===== src/rtl/audio_recorder.sv =====
// audio_recorder: I2S left-channel capture into SRAM.
// Deserializes 16-bit MSB-first samples from the ADC stream and writes one
// word per LRCK frame, starting at i_start_pos. Recording stops on host
// request or after i_end_pos has been written.
module audio_recorder (
  input  logic        i_BCLK,
  input  logic        i_rst,
  input  logic        i_record,
  input  logic        i_pause,
  input  logic [19:0] i_start_pos,
  input  logic [19:0] i_end_pos,
  input  logic        i_ADCLRCK,
  input  logic        i_ADCDAT,
  output logic        o_SRAM_WE,
  output logic [19:0] o_SRAM_ADDR,
  output logic [15:0] o_SRAM_DATA,
  output logic [19:0] o_last_pos,
  output logic        o_done
);

  typedef enum logic [2:0] {
    S_IDLE    = 3'd0,
    S_WAIT    = 3'd1,
    S_CAPTURE = 3'd2,
    S_WRITE   = 3'd3,
    S_DONE    = 3'd4
  } state_t;

  state_t      state_q, state_d;
  logic        pre_lrck_q, pre_lrck_d;
  logic [19:0] pos_q, pos_d;
  logic [15:0] shift_q, shift_d;
  logic [3:0]  bitnum_q, bitnum_d;
  logic [19:0] last_pos_q, last_pos_d;
  logic        done_q, done_d;
  logic        left_start;

  // LRCK falling edge marks the start of a left-channel word.
  assign left_start = pre_lrck_q & ~i_ADCLRCK;

  // Next-state and datapath decode for the capture FSM.
  always_comb begin
    state_d    = state_q;
    pre_lrck_d = i_ADCLRCK;
    pos_d      = pos_q;
    shift_d    = shift_q;
    bitnum_d   = bitnum_q;
    last_pos_d = last_pos_q;
    case (state_q)
      S_IDLE: begin
        pos_d    = i_start_pos;
        bitnum_d = 4'd0;
        if (i_record) state_d = S_WAIT;
      end
      S_WAIT: begin
        bitnum_d = 4'd0;
        // Stop takes precedence over a coincident frame start.
        if (!i_record) state_d = S_DONE;
        else if (left_start && !i_pause) state_d = S_CAPTURE;
      end
      S_CAPTURE: begin
        shift_d  = {shift_q[14:0], i_ADCDAT};
        bitnum_d = bitnum_q + 4'd1;
        // A stop mid-word drops the partial sample.
        if (!i_record) state_d = S_DONE;
        else if (bitnum_q == 4'd15) state_d = S_WRITE;
      end
      S_WRITE: begin
        // The write always completes; i_record is not looked at here.
        last_pos_d = pos_q;
        if (pos_q == i_end_pos) begin
          state_d = S_DONE;
        end else begin
          pos_d   = pos_q + 20'd1;
          state_d = S_WAIT;
        end
      end
      S_DONE: begin
        state_d = S_IDLE;
      end
      default: begin
        state_d = S_IDLE;
      end
    endcase
    done_d = (state_d == S_DONE);
  end

  // State and datapath registers with synchronous reset.
  always_ff @(posedge i_BCLK) begin
    if (i_rst) begin
      state_q    <= S_IDLE;
      pre_lrck_q <= 1'b1;
      pos_q      <= 20'd0;
      shift_q    <= 16'd0;
      bitnum_q   <= 4'd0;
      last_pos_q <= 20'd0;
      done_q     <= 1'b0;
    end else begin
      state_q    <= state_d;
      pre_lrck_q <= pre_lrck_d;
      pos_q      <= pos_d;
      shift_q    <= shift_d;
      bitnum_q   <= bitnum_d;
      last_pos_q <= last_pos_d;
      done_q     <= done_d;
    end
  end

  assign o_SRAM_WE   = ~(state_q == S_WRITE);
  assign o_SRAM_ADDR = pos_q;
  assign o_SRAM_DATA = shift_q;
  assign o_last_pos  = last_pos_q;
  assign o_done      = done_q;

endmodule


===== config.mk =====
export PLATFORM = sky130hd
export DESIGN_NAME = audio_recorder
export DESIGN_NICKNAME = d
export VERILOG_FILES = /design/src/rtl/audio_recorder.sv
export SDC_FILE = /design/constraint.sdc
export NUM_CORES = 1
export LEC_CHECK = 0
export ABC_AREA = 1
export BUFFER_PORTS_ARGS = -buffer_cell sky130_fd_sc_hd__buf_2
export CAP_MARGIN = 5
export CORE_MARGIN = 3
export CORE_UTILIZATION = 45
export CTS_CLUSTER_DIAMETER = 50
export CTS_CLUSTER_SIZE = 14
export DETAILED_ROUTE_END_ITERATION = 7
export PLACE_DENSITY = 0.71
export SYNTH_ARGS = -nofsm -noshare
export SYNTH_HDL_FRONTEND = slang
export SYNTH_SLANG_ARGS = --single-unit
export TNS_END_PERCENT = 10

===== constraint.sdc =====
create_clock -name i_BCLK -period 2.7 [get_ports i_BCLK]
set_input_delay 0.27 -clock i_BCLK [delete_from_list [all_inputs] [get_ports i_BCLK]]
set_output_delay 0.27 -clock i_BCLK [all_outputs]
set_load 0.1 [all_outputs]

======== Word level (Yosys, flattened, before mapping) ========
Index checks and enable logic that the tools add are counted.
storage, ports and cells
  register bits after elaboration ......... 65
  input bits .............................. 46
  output and inout bits ................... 58
operators by class
  add/subtract/negate cells ............... 2
  equal/unequal tests ..................... 7
  muxes and demuxes ....................... 10
  bitwise logic cells ..................... 3
  reduce and logical (&&, ||, !) cells .... 7
operator list
  cell                                           count
  case mux 20 bit (2 select lines)               1
  adder 20 x 1 -> 20 bit, second input constant  1
  == test 20 bit                                 1
  two-way mux 20 bit                             1
  two-way mux 3 bit                              6
  case mux 3 bit (4 select lines)                1
  case mux 4 bit (2 select lines)                1
  == test 3 x 2 -> 1 bit, second input constant  2
  adder 4 x 1 -> 4 bit, second input constant    1
  == test 4 bit, second input constant           1
  nonzero test 2 bit                             2
  == test 3 x 1 -> 1 bit, second input constant  1
  == test 3 bit, second input constant           1
  logical NOT 3 bit                              1
  inequality test 2 bit, second input constant   1
  NOT 1 bit                                      2
  AND reduction 2 bit                            1
  OR reduction 2 bit                             1
  bitwise AND 1 bit                              1
  logical AND 1 bit                              1
  logical NOT 1 bit                              1

======== Longest topological paths before layout ========
Gate-level depths: netlist of run 1.
  depth in word-level cells ............... 7
  depth in mapped cells ................... 14
  depth with buffers taken out ............ 12

======== Worst setup path after synthesis of run 1 ========
Ideal clock, no wire load.
  path type ............................... reg2reg
  start point ............................. register pos_q[1], in the netlist o_SRAM_ADDR[1]
  end point ............................... register pos_q[14], in the netlist o_SRAM_ADDR[14]
  arrival ................................. 2.312 ns
  path slack .............................. 0.270 ns
  cell stages (with the launch flop) ...... 13
  path buffers ............................ 0
  path through ............................ dfxtp_1 -> ha_1 -> nand3_1 -> nor2_1 -> nand3_2 -> nor2_4 -> nand2_1 -> nand2_1 -> nand2_1 -> nor2_1 -> nand2_1 -> nand2_1 -> nor2_1
between the ends
  longest elaborated chain between the ends .. 3
  elaborated cells on any way between the ends .. 6
  those cells by class .................... 1 x add/sub; 2 x eq/ne; 2 x mux; 1 x reduce/logical
RTL lines
  what                                                                            RTL line  text
  start, declared                                                                 31        logic [19:0] pos_q, pos_d;
  start signal, assigned                                                          101       pos_q <= pos_d;
  adder 20 x 1 -> 20 bit / == test 20 bit (equally long branches)                 74, 71
  two-way mux 20 bit / inequality test 2 bit (equally long branches)              -
  case mux 20 bit (2 select lines) / AND reduction 2 bit (equally long branches)  -
Parallel ways exist; a longest one is shown, timed or not. The select of a mux whose other input is x is not followed.
A chain may end at the register's enable or synchronous reset.

======== Worst setup path in the final report of run 1 ========
  start point ............................. register state_q[2]
  end point ............................... output o_SRAM_WE
between the ends
  longest elaborated chain between the ends .. 2
RTL lines
  what                    RTL line  text
  start, declared         29        state_t state_q, state_d;
  start signal, assigned  99        state_q <= state_d;
  == test 3 x 2 -> 1 bit  109       assign o_SRAM_WE = ~(state_q == S_WRITE);
  NOT 1 bit               109
  end, declared           14        output logic o_SRAM_WE,
No other way between the ends.

==> impl_metrics.json, run 1 <==
{
  "p_per_area_mw_per_mm2": 636,
  "power_leakage_uw": 0.00224,
  "ys_types": 31,
  "finalSetupViolations": 0,
  "placementRows": 30,
  "worstPathMaxFanout": 40,
  "grt_first_pass_wirelength_um": 15100,
  "fillers": 715,
  "first_global_vias": 3261,
  "cts_setup_buffers": 0,
  "drv_slew": 0,
  "clk_pin_slew_ps": 80,
  "yosysSeqAreaShare": 0.385,
  "portBuffers": 103,
  "worstMarginPinSlew_ps": 548,
  "gp_congestion": 0.862,
  "gr-usage-all-layers": 0.217,
  "yosys-top-cells-area": "dfxtp_1, nand2_1, nor2_1",
  "ys_ff_latch": 65,
  "rsz0062_at_grt": "no",
  "die_w_um": 92.7,
  "timing.final.ws_setup_ps": 688,
  "initial_utilization": 0.482,
  "critical_path_class": "reg2out",
  "critical_path_arrival_ps": 1740,
  "cp-end-kind": "output port",
  "die_h_um": 92.7,
  "final_common_cell": "nand2_1",
  "synth_top_area_cell": "dfxtp_1",
  "io_pins": 104,
  "slew_headroom": 0.632,
  "cp.required_ps": 2430,
  "cts_tree": "done",
  "drc_errors": 0,
  "grt_max_degree": 41,
  "yosys.area.top_type_share": 0.385,
  "start_kind": "register",
  "cap_viol_max_count": 0,
  "insertion_delay_ps": 330,
  "clockRootBuffer": "clkbuf_8",
  "hp-class": "in2reg",
  "power_uw": 2660,
  "area_growth_syn_to_layout_pct": 23.8,
  "cts_made_buffers": 9,
  "antenna_found_initial": 0,
  "placeableCoreArea_mm2": 0.00702,
  "final-hold-violation-count": 0,
  "synth_ff_type": "dfxtp_1",
  "wirelength_um": 9410,
  "dieArea_mm2": 0.00859,
  "dpl.hpwl_um": 6960,
  "avgSynthCellArea_um2": 6.35,
  "wl_per_cell_um": 12.9,
  "max-vdd-ir-drop_uv": 534,
  "cts_hold_buffers": 0,
  "async_flop_share": 0,
  "final_cell_mix": "nand2_1, nor2_1, buf_2",
  "drive_gt1_frac": 0.215,
  "htreeDepth": 3,
  "yosysWarnings": 0,
  "fin_nets": 676,
  "ff2ff_setup_slack_ps": 730,
  "gr-total-overflow": 0,
  "syn_area_mm2": 0.00338,
  "fin_setup_tns_ps": 0,
  "fmax_mhz": 497,
  "viasPerCell": 4.96,
  "vias": 3614,
  "synth_edf_count": 0,
  "drtPass1Iterations": 6,
  "status": "complete, no violations",
  "synthCells": 533,
  "period_needed_ps": 2010,
  "dp_slack_ps": 765,
  "synth_nets": 581,
  "ctsResizeCount": 0,
  "drtIter0Drc": 174,
  "ant_nets": 0,
  "cts.path.max_buffers": 2,
  "clkSinkCount": 65,
  "antennaDiodeCount": 0,
  "fin_crit_sh": 0.745,
  "skew_ps": 9.70
}
kinds of logic (layout without fill, tap and decap cells):
group | count (synthesis) | count (layout) | synth area share
XOR/XNOR | 9 | 9 | 0.0233
flip-flops | 65 | 65 | 0.385
multiplexers | 2 | 2 | 0.00592
buffers and inverters | 72 | 172 | 0.0866
AO/OA/AOI/OAI | 71 | 71 | 0.117
adder cells (fa/ha/maj) | 2 | 2 | 0.00740
AND/OR/NAND/NOR | 312 | 312 | 0.375
power breakdown:
| group | switching [uW] | total [uW] | leakage (uW) | internal (uW) |
|---|---|---|---|---|
| clock network | 390 | 938 | 0.000116 | 548 |
| logic | 510 | 652 | 0.00160 | 142 |
| registers | 66.4 | 1070 | 0.000531 | 1010 |
final timing paths:
kind,startpoint,to,depth (start not counted)
min reg2reg,bitnum_q[3],bitnum_q[3],1
max reg2reg,o_SRAM_ADDR[1],o_SRAM_ADDR[14],12
max,state_q[2],o_SRAM_WE,4
min,i_ADCLRCK,pre_lrck_q,3
flip-flops by register name (all words and copies together), names as in the netlist:
name	flops
o_SRAM_ADDR	20
o_done	1
o_SRAM_DATA	16
bitnum_q	4
pre_lrck_q	1
state_q	3
o_last_pos	20
final cells by class:
type / instances / area [um2] / share of cell area
multi-input cells: 396 / 1790 / 0.427
clock inverters: 6 / 91.3 / 0.0218
flip-flops and latches: 65 / 1300 / 0.311
clock buffers: 10 / 138 / 0.0329
well taps: 96 / 120 / 0.0287
repair buffers: 109 / 573 / 0.137
inverters: 47 / 176 / 0.0421
synth_stat cells, types with 3 or more instances:
master / instances
nand2_1: 151
buf_2: 8
nand3_1: 25
xor2_1: 4
xnor2_1: 5
nor2_1: 116
o211a_1: 3
a211oi_1: 4
inv_2: 3
o21ai_0: 33
nor3_1: 6
nand4_1: 4
inv_1: 42
nor2_2: 3
a21oi_1: 26
dfxtp_1: 65
clkbuf_1: 14
worst max-delay path, cell delays in order, from the launching register on:
cell and delay [ps]:
dfxtp_1 340, inv_1 70, nand3_1 90, buf_4 390
buf_2 510
stage by stage:
stage / utilization / cell area (um2) / hold slack, ps / cells
floorplan: - / 3380 / 366 / 533
global placement: 0.564 / 3960 / 450 / 713
detailed placement: 0.564 / 3960 / 453 / 713
CTS: 0.597 / 4190 / 105 / 729
global route: 0.597 / 4190 / 138 / 729
finish: 0.597 / 4190 / 116 / 729
metal layers:
layer  GRT usage  wire length [um]  vias up
met5           0                 0        -
met1       0.281              4330     1632
met4      0.0733                96        0
li1            -                 -     1866
met3      0.0528               621        6
met2       0.355              4370      110
(Power assumes the default switching activity.)
==> run 2, diff against run 1 <==
--- a/config.mk
+++ b/config.mk
@@ -5,7 +5,7 @@
 export SDC_FILE = /design/constraint.sdc
 export NUM_CORES = 1
 export LEC_CHECK = 0
-export ABC_AREA = 1
+export ABC_AREA = 0
 export BUFFER_PORTS_ARGS = -buffer_cell sky130_fd_sc_hd__buf_2
 export CAP_MARGIN = 5
 export CORE_MARGIN = 3
@@ -13,7 +13,7 @@
 export CTS_CLUSTER_DIAMETER = 50
 export CTS_CLUSTER_SIZE = 14
 export DETAILED_ROUTE_END_ITERATION = 7
-export PLACE_DENSITY = 0.71
+export PLACE_DENSITY = 0.72
 export SYNTH_ARGS = -nofsm -noshare
 export SYNTH_HDL_FRONTEND = slang
 export SYNTH_SLANG_ARGS = --single-unit
==> constraint.sdc (replaced) <==
create_clock -name i_BCLK -period 1.95 [get_ports i_BCLK]
set_input_delay 0.195 -clock i_BCLK [delete_from_list [all_inputs] [get_ports i_BCLK]]
set_output_delay 0.195 -clock i_BCLK [all_outputs]
set_load 0.1 [all_outputs]
==> impl_metrics.json, run 2 <==
{
  "status": "complete, no violations",
  "finalSetupViolations": 0,
  "worstPathCellList": "xor2_1, nor4_1, nand3_1, or3_1, o22a_1, nor3_1",
  "cp-end-kind": "register",
  "final_area_mm2": 0.00425,
  "p_per_area_mw_per_mm2": 782,
  "antennaDiodeCount": 0,
  "antenna_found_initial": 1,
  "synthSimpleGateAreaFrac": 0.267,
  "period_needed_ps": 1920,
  "cts_hold_buffers": 0,
  "grt_first_pass_wirelength_um": 15800,
  "final_cell_mix": "nand2_1, buf_2, a21oi_1",
  "worstPathMaxFanout": 9,
  "gr-usage-all-layers": 0.237,
  "cts.path.max_buffers": 2,
  "synth_xor_xnor_area_share": 0.0551,
  "syn_area_mm2": 0.00318,
  "final_common_cell": "nand2_1",
  "synth_most_common_cell": "nand2_1",
  "area_growth_syn_to_layout_pct": 33.5,
  "regArea_mm2": 0.00137,
  "final-hold-violation-count": 0,
  "insertion_delay_ps": 350,
  "p_int_uw": 2260,
  "critPathTopFamily": "simple AND/OR/NAND/NOR gates",
  "io_pins": 104,
  "slowest_stage": "or3_1",
  "switching_power_uw": 1060,
  "cts_tree": "done",
  "multi_input_area_mm2": 0.00176,
  "power_frac_clock": 0.395,
  "drc_errors": 0,
  "skew_ps": 12.3,
  "worstMarginPinSlew_ps": 664,
  "placementRows": 30,
  "placeableCoreArea_mm2": 0.00683,
  "die_h_um": 90.1,
  "hold_depth": 2,
  "clkSinkCount": 65,
  "async_flop_share": 0,
  "max-vdd-ir-drop_uv": 538,
  "rsz0062_at_grt": "yes",
  "p_comb_frac": 0.176,
  "synth-compound-area-share": 0.202,
  "critical_path_class": "reg2reg",
  "drv_slew": 0,
  "first_global_vias": 3168,
  "start_kind": "register",
  "critPathMaxStageDelay_ps": 460,
  "drtIter0Drc": 268,
  "htreeDepth": 3,
  "die_w_um": 90.1,
  "drtPass1Iterations": 5,
  "wl_per_cell_um": 15.4,
  "ys_ff_latch": 65,
  "hp-class": "in2reg",
  "ys_types": 48,
  "avgSynthCellArea_um2": 7.45,
  "synthCells": 427,
  "p_seq_frac": 0.428,
  "fmax_mhz": 520,
  "synthMuxAreaShare": 0.00315,
  "fillers": 616,
  "synth_top_family_by_area": "simple AND/OR/NAND/NOR gates",
  "synth_ff_type": "dfxtp_1",
  "yosys-top-cells-area": "dfxtp_1, nand2_1, a21oi_1",
  "switching_share": 0.319,
  "fin_nets": 579,
  "initial_utilization": 0.466,
  "clk_pin_slew_ps": 80,
  "yosysWarnings": 0,
  "vias": 3495,
  "ant_nets": 0,
  "cts_made_buffers": 9,
  "cap_viol_max_count": 0,
  "yosys.area.top_type_share": 0.409,
  "fin_crit_sh": 0.987,
  "grt_max_degree": 37,
  "path_depth": 6,
  "cp.required_ps": 2220,
  "drive_gt1_frac": 0.334,
  "synth-adder-area-share": 0.00786,
  "slew_headroom": 0.557,
  "clockRootBuffer": "clkbuf_8",
  "ys_top_cells_by_count": "nand2_1, dfxtp_1, a21oi_1",
  "viasPerCell": 5.53,
  "portBuffers": 103,
  "critical_path.n_buffers_inverters": 0,
  "synth_nets": 475,
  "wirelength_um": 9740,
  "reg2regPathDepth": 6,
  "gr-total-overflow": 0,
  "synth_top_area_cell": "dfxtp_1",
  "synth_edf_count": 0,
  "power_leakage_uw": 0.00185,
  "post_dp_cell_area_mm2": 0.00397,
  "dieArea_mm2": 0.00812,
  "yosysSeqAreaShare": 0.409,
  "fin_setup_tns_ps": 0,
  "critical_path_arrival_ps": 2190,
  "gp_congestion": 0.915,
  "dpl.hpwl_um": 6960
}
## run 2: cell count changes after synthesis, moves of 5 or more
cell / delta
xor2_1: +8
inv_1: -40
nand3_1: -15
nor2_1: -92
o21ai_1: +5
nand2b_1: +7
o21ai_0: -18
o31ai_1: +5
nand2_1: -40
a21oi_1: +35
a31oi_1: +5
clkbuf_1: +8
## run 2: power by group through the flow
stage / Clock [uW] / Combinational [uW] / Sequential [uW]
CTS: 1340 / 579 / 1420
floorplan: 0 / 220 / 1660
detailed placement: 0 / 575 / 1450
global route: 1400 / 619 / 1430
global placement: 0 / 572 / 1450
finish: 1310 / 586 / 1420
## run 2: per-layer routing
metal,global-route usage,vias to the layer above,share of wire
li1,-,1677,-
met4,0.0995,2,0.025
met1,0.307,1633,0.42
met5,0,-,0.0013
met3,0.0644,20,0.094
met2,0.373,163,0.46
## run 2: worst register-to-register path: cells and delay by family (launching register included)
| family | cells | cell delay [ps] |
|---|---|---|
| AO/OA/AOI/OAI | 1 | 250 |
| AND/OR/NAND/NOR | 4 | 1040 |
| flip-flops | 1 | 390 |
| XOR/XNOR | 1 | 170 |
## run 2: cells by family after synthesis
group,after synthesis
AOI/OAI and AO/OA,111
xor gates and xnor gates,20
adders and majority gates,2
buffers and inverters,39
DFF,65
muxes,1
and+or+nand+nor,189
## run 2: layout make-up
| cell class | instances | share of cell area |
|---|---|---|
| clock buffers | 9 | 0.0292 |
| clock inverters | 7 | 0.0236 |
| inverters | 3 | 0.00265 |
| multi-input cells | 323 | 0.415 |
| flip-flops and latches | 65 | 0.322 |
| well taps | 96 | 0.0283 |
| repair buffers | 129 | 0.180 |
## run 2: timing repair
item / CTS / global route
gates resized for setup: 1 / 7
setup endpoints to repair: 2 / 8
buffers inserted: 0 / 1
pin swaps: 0 / 4
## run 2: final timing paths
| kind | slack, ps | start | endpoint |
|---|---|---|---|
| hold reg to reg | 450 | o_last_pos[17] | o_last_pos[17] |
| setup reg to reg | 30 | o_SRAM_ADDR[2] | o_done |
| hold / removal | 50 | i_ADCLRCK | pre_lrck_q |
| setup / recovery | 30 | o_SRAM_ADDR[2] | o_done |
## run 2: metrics by stage
step	util	hold WS, ps	instances	total power (uW)	setup WS, ps
5_1_grt	0.622	64.0	632	3440	-19.2
6_report	0.622	53.8	632	3320	25.2
3_5_place_dp	0.581	404	615	2030	7.31
2_1_floorplan	-	302	427	1880	-61.4
4_1_cts	0.614	38.8	631	3340	50.9
3_3_place_gp	0.581	401	615	2020	27.1
